**src/rtl/dtc_vote_window.sv**
```systemverilog
// Majority vote over a window of WIN class predictions (classes 0..3), closed by a full window or by in_flush.
// Optional build macro DTC_VOTE_HIST_EN adds the out_hist port carrying the per-class counts of the voted window.
module dtc_vote_window #(
  parameter  int WIN = 16,
  localparam int CW  = $clog2(WIN + 1)
) (
  input  logic          clk,
  input  logic          rst,
  input  logic          in_valid,
  output logic          in_ready,
  input  logic [1:0]    in_class,
  input  logic          in_flush,
  output logic          out_valid,
  input  logic          out_ready,
  output logic [1:0]    out_class,
  output logic [CW-1:0] out_count,
  output logic          out_tie
`ifdef DTC_VOTE_HIST_EN
  ,
  output logic [4*CW-1:0] out_hist
`endif
);

  typedef enum logic [1:0] {ACC, RESOLVE, EMIT} state_e;

  localparam logic [CW-1:0] WIN_M1 = CW'(WIN - 1);

  state_e        state_q, state_d;
  logic [CW-1:0] cnt_q [4];
  logic [CW-1:0] cnt_d [4];
  logic [CW-1:0] n_q, n_d;
  logic          in_ready_q, in_ready_d;
  logic          out_valid_q, out_valid_d;
  logic [1:0]    out_class_q, out_class_d;
  logic [CW-1:0] out_count_q, out_count_d;
  logic          out_tie_q, out_tie_d;
  logic          accept;
  logic [1:0]    best_idx;
  logic [CW-1:0] best_cnt;
  logic          best_tie;

  // Strict '>' lets the lowest class index win a tie for the maximum.
  always_comb begin
    best_idx = 2'd0;
    best_cnt = cnt_q[0];
    best_tie = 1'b0;
    for (int i = 1; i < 4; i++) begin
      if (cnt_q[i] > best_cnt) begin
        best_idx = 2'(i);
        best_cnt = cnt_q[i];
      end
    end
    for (int i = 0; i < 4; i++) begin
      if (2'(i) != best_idx && cnt_q[i] == best_cnt) best_tie = 1'b1;
    end
  end

  assign accept = in_valid & in_ready_q;

  // NOTE: every next-state value gets its default first, so no path through the case leaves a latch.
  always_comb begin
    state_d     = state_q;
    cnt_d       = cnt_q;
    n_d         = n_q;
    out_valid_d = out_valid_q;
    out_class_d = out_class_q;
    out_count_d = out_count_q;
    out_tie_d   = out_tie_q;
    unique case (state_q)
      ACC: begin
        if (accept) begin
          cnt_d[in_class] = cnt_q[in_class] + 1'b1;
          n_d             = n_q + 1'b1;
        end
        if ((accept && n_q == WIN_M1) || (in_flush && (n_q != '0 || accept)))
          state_d = RESOLVE;
      end
      RESOLVE: begin
        out_class_d = best_idx;
        out_count_d = best_cnt;
        out_tie_d   = best_tie;
        out_valid_d = 1'b1;
        state_d     = EMIT;
      end
      EMIT: begin
        if (out_ready) begin
          out_valid_d = 1'b0;
          for (int i = 0; i < 4; i++) cnt_d[i] = '0;
          n_d     = '0;
          state_d = ACC;
        end
      end
      default: state_d = ACC;
    endcase
    in_ready_d = (state_d == ACC);
  end

  // NOTE: the four-entry count array is tiny state, so it is reset with everything else rather than left uninitialised like a RAM.
  always_ff @(posedge clk or posedge rst) begin
    if (rst) begin
      state_q     <= ACC;
      for (int i = 0; i < 4; i++) cnt_q[i] <= '0;
      n_q         <= '0;
      in_ready_q  <= 1'b1;
      out_valid_q <= 1'b0;
      out_class_q <= 2'd0;
      out_count_q <= '0;
      out_tie_q   <= 1'b0;
    end else begin
      // NOTE: non-blocking assignments keep every register sampling pre-edge values.
      state_q     <= state_d;
      cnt_q       <= cnt_d;
      n_q         <= n_d;
      in_ready_q  <= in_ready_d;
      out_valid_q <= out_valid_d;
      out_class_q <= out_class_d;
      out_count_q <= out_count_d;
      out_tie_q   <= out_tie_d;
    end
  end

`ifdef DTC_VOTE_HIST_EN
  logic [4*CW-1:0] out_hist_q;

  always_ff @(posedge clk or posedge rst) begin
    if (rst)                    out_hist_q <= '0;
    else if (state_q == RESOLVE) out_hist_q <= {cnt_q[3], cnt_q[2], cnt_q[1], cnt_q[0]};
  end

  assign out_hist = out_hist_q;
`endif

  assign in_ready  = in_ready_q;
  assign out_valid = out_valid_q;
  assign out_class = out_class_q;
  assign out_count = out_count_q;
  assign out_tie   = out_tie_q;

endmodule

```
**config.mk**
```make
export PLATFORM = sky130hd
export DESIGN_NAME = dtc_vote_window
export DESIGN_NICKNAME = d
export VERILOG_FILES = /design/src/rtl/dtc_vote_window.sv
export SDC_FILE = /design/constraint.sdc
export NUM_CORES = 1
export LEC_CHECK = 0
export BUFFER_PORTS_ARGS = -buffer_cell sky130_fd_sc_hd__buf_4
export CAP_MARGIN = 30
export CORE_MARGIN = 2
export CORE_UTILIZATION = 55
export CTS_BUF_LIST = sky130_fd_sc_hd__clkbuf_16
export DETAILED_ROUTE_END_ITERATION = 10
export PLACE_DENSITY = 0.73
export SLEW_MARGIN = 0
export SYNTH_ARGS = -nofsm -noshare
export SYNTH_HDL_FRONTEND = slang
export SYNTH_SLANG_ARGS = --single-unit
```
**constraint.sdc**
```tcl
create_clock -name clk -period 12.2 [get_ports clk]
set_clock_uncertainty 0.05 [all_clocks]
set_input_delay 0.61 -clock clk [delete_from_list [all_inputs] [get_ports clk]]
set_output_delay 0.61 -clock clk [all_outputs]
set_load 0.01 [all_outputs]
```
* After elaboration in Yosys (flattened, before gate mapping) *
Cells that the tools add are included.

storage, ports and cells
  input port bits = 7
  output and inout port bits = 10
  logic and storage cells = 76
  register bits = 37

operators by class
  multiplexer cells = 27
  $lt $le $gt $ge = 5
  bitwise gates (word level) = 2
  $add $sub $neg = 2
  reductions and logical operators = 17
  equality and inequality tests = 12

operators by type and width
  operator               number
  $mux W20               2
  $mux W5                8
  $pmux W20 S2           1
  $bwmux W20             1
  $eq A5 B5 Y1           4
  $gt A5 B5 Y1           3
  $add A5 B1 Y5 const B  2
  $bmux W5 S2            1
  $demux W5 S2           1
  $pmux W5 S2            1
  $mux W2                4
  $logic_and A1 B1 Y1    7
  $mux W1                6
  $pmux W2 S3            1
  $reduce_bool A2 Y1     3
  $eq A5 B4 Y1 const B   1
  $reduce_bool A5 Y1     1
  $logic_not A2 Y1       2
  $ne A2 B2 Y1 const A   2
  $ne A2 B2 Y1 const B   2
  $ge A3 B3 Y1 const B   1
  $lt A3 B1 Y1 const B   1
  $not A2 Y3             1
  $reduce_and A3 Y1      1
  other kinds (7)        8

* Logic depth before layout (Yosys ltp) *
Gate-level depths: netlist of run 1.

  word-level depth = 12
  gate-level depth with buffers = 25
  gate-level depth less buffers = 24

* Worst setup path after synthesis of run 1 *
OpenSTA, ideal clock, no wires.

  path kind = register to register
  start = register cnt_q[16] (netlist bit)
  end = register out_tie_q (netlist: out_tie)
  slack = 7.074 ns
  clock period less this slack = 5.126 ns
  cell stages (with the launch flop) = 23
  arrival = 4.990 ns
  setup time = 0.086 ns
  path buffers = 0
  data required time = 12.064 ns
  cell sequence = dfrtp_1 > inv_1 > ha_1 > nand2b_4 > a21bo_2 > a21oi_4 > mux2i_2 > ha_1 > o21ai_0 > a21oi_1 > o22a_1 > nand2_1 > mux2_2 > ha_1 > and3_1 > a31oi_1 > o21ai_2 > o21ai_1 > o221ai_2 > xnor2_1 > nand2_1 > or4_1 > a32oi_1

on the way
  longest elaborated chain between the ends = 12
  elaborated cells on any way between the ends = 25
  classes of those cells = 3 x order compare; 7 x eq/ne; 10 x mux; 5 x reduce/logical

RTL lines
  element                                             line  text
  from (decl)                                         29    logic [CW-1:0] cnt_q [4];
  from (signal assigned)                              112   cnt_q <= cnt_d;
  $gt A5 B5 Y1                                        48    if (cnt_q[i] > best_cnt) begin
  $mux W5                                             48
  $gt A5 B5 Y1                                        48
  $mux W5                                             48
  $gt A5 B5 Y1                                        48
  $mux W5 or $mux W2 (tied branches)                  48
  $eq A5 B5 Y1 or $reduce_bool A2 Y1 (tied branches)  54    if (2'(i) != best_idx && cnt_q[i] == best_cnt) best_tie = 1'b1;
  $logic_and A1 B1 Y1                                 54
  $mux W1 (3 in series)                               54
  $mux W1 *                                           54
  to (signal assigned)                                118   out_tie_q <= out_tie_d;
  to (decl)                                           36    logic out_tie_q, out_tie_d;

Mark *: on every way between the ends. The rest lies on a longest branch, timed or not.
A chain may end at the register's enable or synchronous reset.

* Final worst setup path of run 1 *
Same ends and word-level chain as after synthesis.

==> reports/results.env, run 1 <==
OUTCOME='completed'
CRITICALPATHCATEGORY='flop to flop'
CLK-INSERTION-DELAY-LATE_PS=280
SYNTH_TOP_FLOP_CELL='sky130_fd_sc_hd__dfrtp_1'
START_UTIL=0.573
REPORT.FINAL.HOLD_VIOL_COUNT=0
TIMING.RR.START='cnt_q[16]'
MAX_CAP_VIOLATIONS=0
CRIT_START='cnt_q[16]'
NUMBER_OF_BUFFERS_INSERTED_BY_POST_CTS_SETUP_REPAIR=0
NETLIST_AREA_SQ_UM=2720
NUM_ANTENNA_CELLS=0
YOSYSWARNINGCOUNT=0
WORST_EP_REQUIRED_TIME_PS=12340
SYN_NETS=322
CRITICAL_PATH.ENDPOINT='out_tie'
SETUP_VIOL_COUNT_FINAL=0
DRCVIOLATIONCOUNT=0
SYN-INSTANCE-COUNT=296
TIMING.REG2REG.WORST_PATH_DEPTH=23
CTS_TREE='built'
DETAIL_ROUTE.WL_PER_CELL_UM=17.7
TIGHTEST_SLEW_PS=686
FINAL-MAX-SLEW-VIOLATION-COUNT=0
SYNTHTOLAYOUTAREAGROWTH_PCT=11.1
STARTPOINT_TYPE='flop'
SYNTH-EDFF-COUNT=0
PLACEMENT_ROWS=25
AVERAGE_CELL_AREA_AFTER_SYNTHESIS_SQ_UM=9.20
ROUTE.FINAL.WIRE_LENGTH_MM=6.70
MAXCLOCKFREQUENCY_GHz=0.165
NNETSFINAL=337
MAX-CLOCK-PATH-BUFFERS=2
OVERFLOW=0
VIAS=2369
POSTSYNTH.ASYNCRESETSHARE=1.00
FLOORPLAN.IO_PINS=17
DPL.HPWL_MM=4.96
ROUTE.ANTENNA.REMAINING_NETS=0
CTS_HOLD_BUFFERS=0
POST-ROUTE-PERIOD-UTIL=0.497
GROUTE.USAGE.OVERALL=0.266
SYNTHDISTINCTLIBCELLS=64
GRT_SETUP_UNREPAIRED='no'
CORE_REGION_AREA_SQ_UM=4750
FLOORPLAN.DIE.HEIGHT_UM=74.4
GRT_START_MAX_NET_PINS=38
GRT_PASS1_WL_MM=11.0
CTS_RESIZED=0
SETUP_TOTAL_NEGATIVE_SLACK_PS=0
CTS.REPORTEDPATHS.CLKPINSLEW_PS=60
CTS_INSERTED_BUFFERS=5
WORST_PATH_ARRIVAL_PS=6210
DRT_ITER0_MARKERS=270
FIRST_GLOBAL_VIAS=2176
TYPE_OF_THE_MOST_CRITICAL_HOLD_PATH='input port to async pin'
SYNTH.FF_LATCH_COUNT=37
CTS_HTREE_LEVELS=2
FP.DIEW_UM=74.4
CLOCK_PERIOD_MINUS_WORST_SLACK_PS=6060
FINAL_LAYOUT_SIZE_SUFFIX_GT1_FRAC=0.154
GP_ROUTABILITY_CONGESTION=0.923
FLOORPLAN.DIE_AREA_SQ_UM=5530
CRITICAL_PATH.REG2REG.ENDPOINT='out_tie'
NUMBER_OF_INPUT_AND_OUTPUT_PORT_BUFFERS_INSERTED=16
TIMING.CRITICAL_PATH.TO_TYPE='flop'
YS_SEQ_AREA_FRAC=0.340
CRIT_PATH_MAX_FANOUT=7
DR.PASS1.ITERS=6
INITIAL_ANTENNA_VIOLATION_COUNT=0
CTS.ROOT.BUFFER_CELL='sky130_fd_sc_hd__clkbuf_16'
MAXSLEWHEADROOM=0.542
NUMCLOCKSINKS=37
R2R_SLACK_PS=6140
DETAIL_ROUTE.VIAS_PER_CELL=6.25
==> how the worst min path moves through the flow <==
stage | slack, ps | depth (start not counted) | startpoint | end
2_1_floorplan | 420 | 2 | n_q[4] | n_q[4]
3_3_place_gp | 410 | 2 | out_count[4] | out_count[4]
3_5_place_dp | 420 | 2 | out_count[4] | out_count[4]
4_1_cts | 410 | 3 | rst | out_count[4]
5_1_grt | 440 | 3 | rst | out_count[4]
6_report | 390 | 3 | rst | out_count[4]
==> per-stage QoR <==
stage	setup slack (ps)	utilization	hold WS (ps)	std cells	instance area (sq um)
floorplan	7070	-	422	296	2720
global placement	6230	0.606	414	371	2880
detailed placement	6180	0.606	423	371	2880
CTS	6130	0.636	414	379	3030
global route	5670	0.636	439	379	3030
finish	6140	0.636	389	379	3030
==> cell families after synthesis <==
family / share of synthesized area
DFF: 0.340
buffers and inverters: 0.0524
muxes: 0.0836
AOI/OAI and AO/OA: 0.222
adders and majority gates: 0.0873
and+or+nand+nor: 0.160
xor gates and xnor gates: 0.0547
==> cells in the final DEF (no fill, tap or decap), types with 3 or more instances in the layout <==
cell type	instances
sky130_fd_sc_hd__o221ai_1	3
sky130_fd_sc_hd__mux2i_1	3
sky130_fd_sc_hd__nor3_1	3
sky130_fd_sc_hd__ha_1	19
sky130_fd_sc_hd__xor2_1	6
sky130_fd_sc_hd__nor2_1	10
sky130_fd_sc_hd__nand2_1	25
sky130_fd_sc_hd__nand3_1	26
sky130_fd_sc_hd__dfrtp_1	36
sky130_fd_sc_hd__mux4_2	5
sky130_fd_sc_hd__mux2_2	3
sky130_fd_sc_hd__a31oi_1	3
sky130_fd_sc_hd__xnor2_1	11
sky130_fd_sc_hd__nand2b_1	5
sky130_fd_sc_hd__buf_4	17
sky130_fd_sc_hd__o22ai_1	4
sky130_fd_sc_hd__o21ai_0	33
sky130_fd_sc_hd__and3_1	4
sky130_fd_sc_hd__clkbuf_16	5
sky130_fd_sc_hd__a21oi_1	12
sky130_fd_sc_hd__inv_1	24
==> metal layers <==
metal	share of wire	track usage	up-vias
met5	0	0	-
met4	0.013	0.0675	0
met3	0.067	0.0339	12
met2	0.48	0.433	106
met1	0.44	0.379	1124
li1	-	-	1127
==> layout make-up <==
cell class	instances	area, sq um
fillers	421	1730
multi-input cells	226	1650
repair buffers	17	128
flip-flops and latches	37	927
clock inverters	3	17.5
inverters	24	90.1
clock buffers	5	125
well taps	67	83.8
==> cell usage after synthesis (6+ instances only) <==
cell                       n  area, sq um
sky130_fd_sc_hd__a21oi_1  12         60.1
sky130_fd_sc_hd__inv_1    24         90.1
sky130_fd_sc_hd__ha_1     19          238
sky130_fd_sc_hd__nand2_1  25         93.8
sky130_fd_sc_hd__o21ai_0  33          165
sky130_fd_sc_hd__xor2_1    6         52.6
sky130_fd_sc_hd__dfrtp_1  36          901
sky130_fd_sc_hd__xnor2_1  11         96.3
sky130_fd_sc_hd__nor2_1   10         37.5
sky130_fd_sc_hd__nand3_1  26          130
==> registers in the layout, indices dropped and copies added, names as in the netlist <==
register	cells
cnt_q	20
n_q	5
out_count	5
out_class	2
state_q	2
in_ready	1
out_tie	1
out_valid	1
==> critical path: stages, from the launching register on <==
cell	delay, ps
sky130_fd_sc_hd__dfrtp_1	440
sky130_fd_sc_hd__inv_1	80
sky130_fd_sc_hd__ha_1	350
sky130_fd_sc_hd__nand2b_4	70
sky130_fd_sc_hd__a21bo_2	230
sky130_fd_sc_hd__a21oi_4	290
sky130_fd_sc_hd__mux2i_1	470
sky130_fd_sc_hd__inv_1	130
sky130_fd_sc_hd__ha_1	190
sky130_fd_sc_hd__nand2b_1	130
sky130_fd_sc_hd__a21oi_1	160
sky130_fd_sc_hd__o22a_1	230
sky130_fd_sc_hd__nand2_1	210
sky130_fd_sc_hd__mux2_2	350
sky130_fd_sc_hd__ha_1	290
sky130_fd_sc_hd__o21ai_0	160
sky130_fd_sc_hd__a21oi_1	100
sky130_fd_sc_hd__o22ai_1	350
sky130_fd_sc_hd__nand2b_1	180
sky130_fd_sc_hd__a21boi_1	520
sky130_fd_sc_hd__xnor2_1	230
sky130_fd_sc_hd__nand2_1	80
sky130_fd_sc_hd__or4_1	520
sky130_fd_sc_hd__a32oi_1	170
Power of run 1 is not shown: default switching activity piles up to over one toggle a cycle in this logic, so the estimate is an artifact.
==> inputs of run 2 (changes only) <==
--- a/config.mk
+++ b/config.mk
@@ -11,7 +11,7 @@
 export CORE_UTILIZATION = 55
 export CTS_BUF_LIST = sky130_fd_sc_hd__clkbuf_16
 export DETAILED_ROUTE_END_ITERATION = 10
-export PLACE_DENSITY = 0.73
+export PLACE_DENSITY = 0.76
 export SLEW_MARGIN = 0
 export SYNTH_ARGS = -nofsm -noshare
 export SYNTH_HDL_FRONTEND = slang
==> constraint.sdc (replaced) <==
create_clock -name clk -period 5.29 [get_ports clk]
set_clock_uncertainty 0.05 [all_clocks]
set_input_delay 0.2645 -clock clk [delete_from_list [all_inputs] [get_ports clk]]
set_output_delay 0.2645 -clock clk [all_outputs]
set_load 0.01 [all_outputs]
==> run 2 against run 1 <==
Compared with the run above: global-route usage grew 2.0 points; cell area grew 9.9%; utilization increased by 6.3 points; non-clock buffer count is 31 higher; wire length rose by 12%; fmax up 18%; critical path depth shrank 1; via count increased by 6.0%; cell count rose by 8.2%.
==> reports/results.env, run 2 (synthesis gave the netlist of run 1 again) <==
OUTCOME='completed'
VIAS=2511  # +6.0%
GROUTE.USAGE.OVERALL=0.286  # +0.0195
SETUP_TOTAL_NEGATIVE_SLACK_PS=0  # unchanged
WORSTPATHCELLLIST='ha_4, nand2b_4, a21bo_2, a21oi_4, mux2_4, inv_1, ha_1, o21ai_1, a21oi_2, o22a_1, nand2_2, mux2_2, ha_1, o21ai_0, a21oi_2, o21ai_2, nand3_1, buf_4, o221ai_2, xnor2_1, or4_1, a32oi_1'
NUMCLOCKSINKS=37  # unchanged
FIRST_GLOBAL_VIAS=2373  # +9.1%
MOST-COMMON-LAYOUT-CELLS='sky130_fd_sc_hd__buf_4, sky130_fd_sc_hd__dfrtp_1, sky130_fd_sc_hd__o21ai_0, sky130_fd_sc_hd__nand3_1, sky130_fd_sc_hd__inv_1'
CTS.REPORTEDPATHS.CLKPINSLEW_PS=50  # about the same
DETAIL_ROUTE.WL_PER_CELL_UM=18.3  # +3.5%
SYNTHTOLAYOUTAREAGROWTH_PCT=22.0
LAYOUTNONFILLERINSTCOUNT=410  # +8.2%
TIMING.CRITICAL_PATH.TO_TYPE='flop'
FP.DIEW_UM=74.4  # unchanged
MAXCLOCKFREQUENCY_GHz=0.195  # +18%
NUM_ANTENNA_CELLS=0  # unchanged
GP_ROUTABILITY_CONGESTION=0.988  # +7.0%
DPL.HPWL_MM=5.41  # +9.0%
PRE_CTS_WS_PS=-86.7  # -6270 ps
FINAL.SETUP.WORST_SLACK_PS=172  # -5960 ps
MAX-CLOCK-PATH-BUFFERS=2  # unchanged
OVERFLOW=0  # unchanged
PLACE_INST=397  # +7.0%
CTS_HTREE_LEVELS=2  # unchanged
POSTLAYOUTCOREUTIL=0.699  # +0.0629
TIMING.RR.START='cnt_q[11]'
GRT_START_MAX_NET_PINS=38  # unchanged
START_UTIL=0.573  # unchanged
FLOORPLAN.DIE_AREA_SQ_UM=5530  # unchanged
WORST_PATH_ARRIVAL_PS=5260  # -950 ps
SEQ_AREA_SQ_UM=928  # +0.13%
TIMING.CRITICAL_PATH.SLOWEST_STAGE_CELL='sky130_fd_sc_hd__dfrtp_1'
CTS_INSERTED_BUFFERS=5  # unchanged
CRITICALPATHCATEGORY='flop to flop'
STARTPOINT_TYPE='flop'
CRITICAL-PATH-MAX-STAGE-DELAY_PS=420  # -100 ps
ROUTE.ANTENNA.REMAINING_NETS=0  # unchanged
DRT_ITER0_MARKERS=198  # -27%
INITIAL_ANTENNA_VIOLATION_COUNT=0  # unchanged
CLOCK_PERIOD_MINUS_WORST_SLACK_PS=5120  # -946 ps
REPORT.FINAL.HOLD_VIOL_COUNT=0  # unchanged
R2R_SLACK_PS=170  # -5960 ps
NUMBER_OF_INPUT_AND_OUTPUT_PORT_BUFFERS_INSERTED=16  # unchanged
CLK-INSERTION-DELAY-LATE_PS=280  # about the same
TIGHTEST_SLEW_PS=691  # +5.10 ps
CTS_TREE='built'
FLOORPLAN.DIE.HEIGHT_UM=74.4  # unchanged
CTS.ROOT.BUFFER_CELL='sky130_fd_sc_hd__clkbuf_16'
FLOORPLAN.IO_PINS=17  # unchanged
GRT_PASS1_WL_MM=11.7  # +5.9%
MAXSLEWHEADROOM=0.538  # -0.00341
MOSTFREQUENTLAYOUTCELL='sky130_fd_sc_hd__buf_4'
MAX_CAP_VIOLATIONS=0  # unchanged
CRIT_PATH_MAX_FANOUT=6  # -1
CTS_HOLD_BUFFERS=0  # unchanged
FILLER_CELL_COUNT=410  # -2.6%
TYPE_OF_THE_MOST_CRITICAL_HOLD_PATH='input port to async pin'
MULTI_INPUT_AREA_SQ_UM=1730  # +4.3%
NNETSFINAL=368  # +9.2%
ROUTE.FINAL.WIRE_LENGTH_MM=7.49  # +12%
CORE_REGION_AREA_SQ_UM=4750  # unchanged
CRITICAL_PATH.REG2REG.ENDPOINT='out_tie'
DRCVIOLATIONCOUNT=0  # unchanged
DR.PASS1.ITERS=7  # +1
TIMING.REG2REG.WORST_PATH_DEPTH=22  # -4.3%
SETUP_VIOL_COUNT_FINAL=0  # unchanged
POST-ROUTE-PERIOD-UTIL=0.968  # +0.470
FINAL-MAX-SLEW-VIOLATION-COUNT=0  # unchanged
FINAL_LAYOUT_SIZE_SUFFIX_GT1_FRAC=0.268  # +0.114
REGISTERS.TOP_BY_FF_COUNT='cnt_q'
PLACEMENT_ROWS=25  # unchanged
WORST_EP_REQUIRED_TIME_PS=5430  # -6910 ps
NUMBER_OF_FLIP_FLOPS_IN_THE_LARGEST_REGISTER=20  # unchanged
DETAIL_ROUTE.VIAS_PER_CELL=6.12  # -2.0%
[run 2: cell count changes in the layout (fill, tap and decap cells not counted), moves of 2 or more]
cell / previous run / this run
sky130_fd_sc_hd__nand2_1: 25 / 23
sky130_fd_sc_hd__nand2_2: 0 / 2
sky130_fd_sc_hd__ha_4: 0 / 2
sky130_fd_sc_hd__buf_4: 17 / 48
sky130_fd_sc_hd__a21oi_2: 1 / 4
sky130_fd_sc_hd__a21oi_1: 12 / 9
sky130_fd_sc_hd__ha_1: 19 / 17
[run 2: cell type report]
| cell class | count | share of cell area |
|---|---|---|
| clock buffers | 5 | 0.0376 |
| clock inverters | 3 | 0.00339 |
| inverters | 24 | 0.0271 |
| multi-input cells | 226 | 0.519 |
| flip-flops and latches | 37 | 0.279 |
| well taps | 67 | 0.0252 |
| repair buffers | 48 | 0.108 |
[run 2: worst max-delay path by stage]
| stage | slack [ps] | cells past startpoint | startpoint | end |
|---|---|---|---|---|
| floorplan | 160 | 22 | cnt_q[16] | out_tie |
| global placement | 30 | 23 | cnt_q[19] | out_tie |
| detailed placement | -90 | 24 | cnt_q[19] | out_tie |
| CTS | 5 | 24 | cnt_q[19] | out_tie |
| global route | -40 | 19 | cnt_q[13] | out_tie |
| finish | 170 | 22 | cnt_q[11] | out_tie |
[run 2: per-stage QoR]
stage	hold WS, ps	cell area, sq um
after CTS	55.2	3220
final	31.5	3320
after global routing	82.6	3320
after detailed placement	351	3080
after floorplan	301	2720
after global placement	345	3080
[run 2: what timing repair did]
action	4_1_cts	5_1_grt
endpoints found under the setup margin	1	1
resized for setup	1	16
pin swaps	0	2
setup buffers	1	4
[run 2: layer usage]
layer	global-route usage	wire length (um)	vias up
met4	0.111	203	0
met2	0.470	3670	82
met3	0.0488	504	19
li1	-	-	1179
met1	0.377	3120	1231
met5	0	0	-
[run 2: critical path, delay by kind of cell, from the launching register on]
family                     cells  cell delay [ps]
AOI/OAI and AO/OA             10             1860
xor gates and xnor gates       1              140
adders and majority gates      3              810
buffers and inverters          2              270
DFF                            1              420
muxes                          2              720
and+or+nand+nor                4              770
Power of run 2 is left out for the same reason.
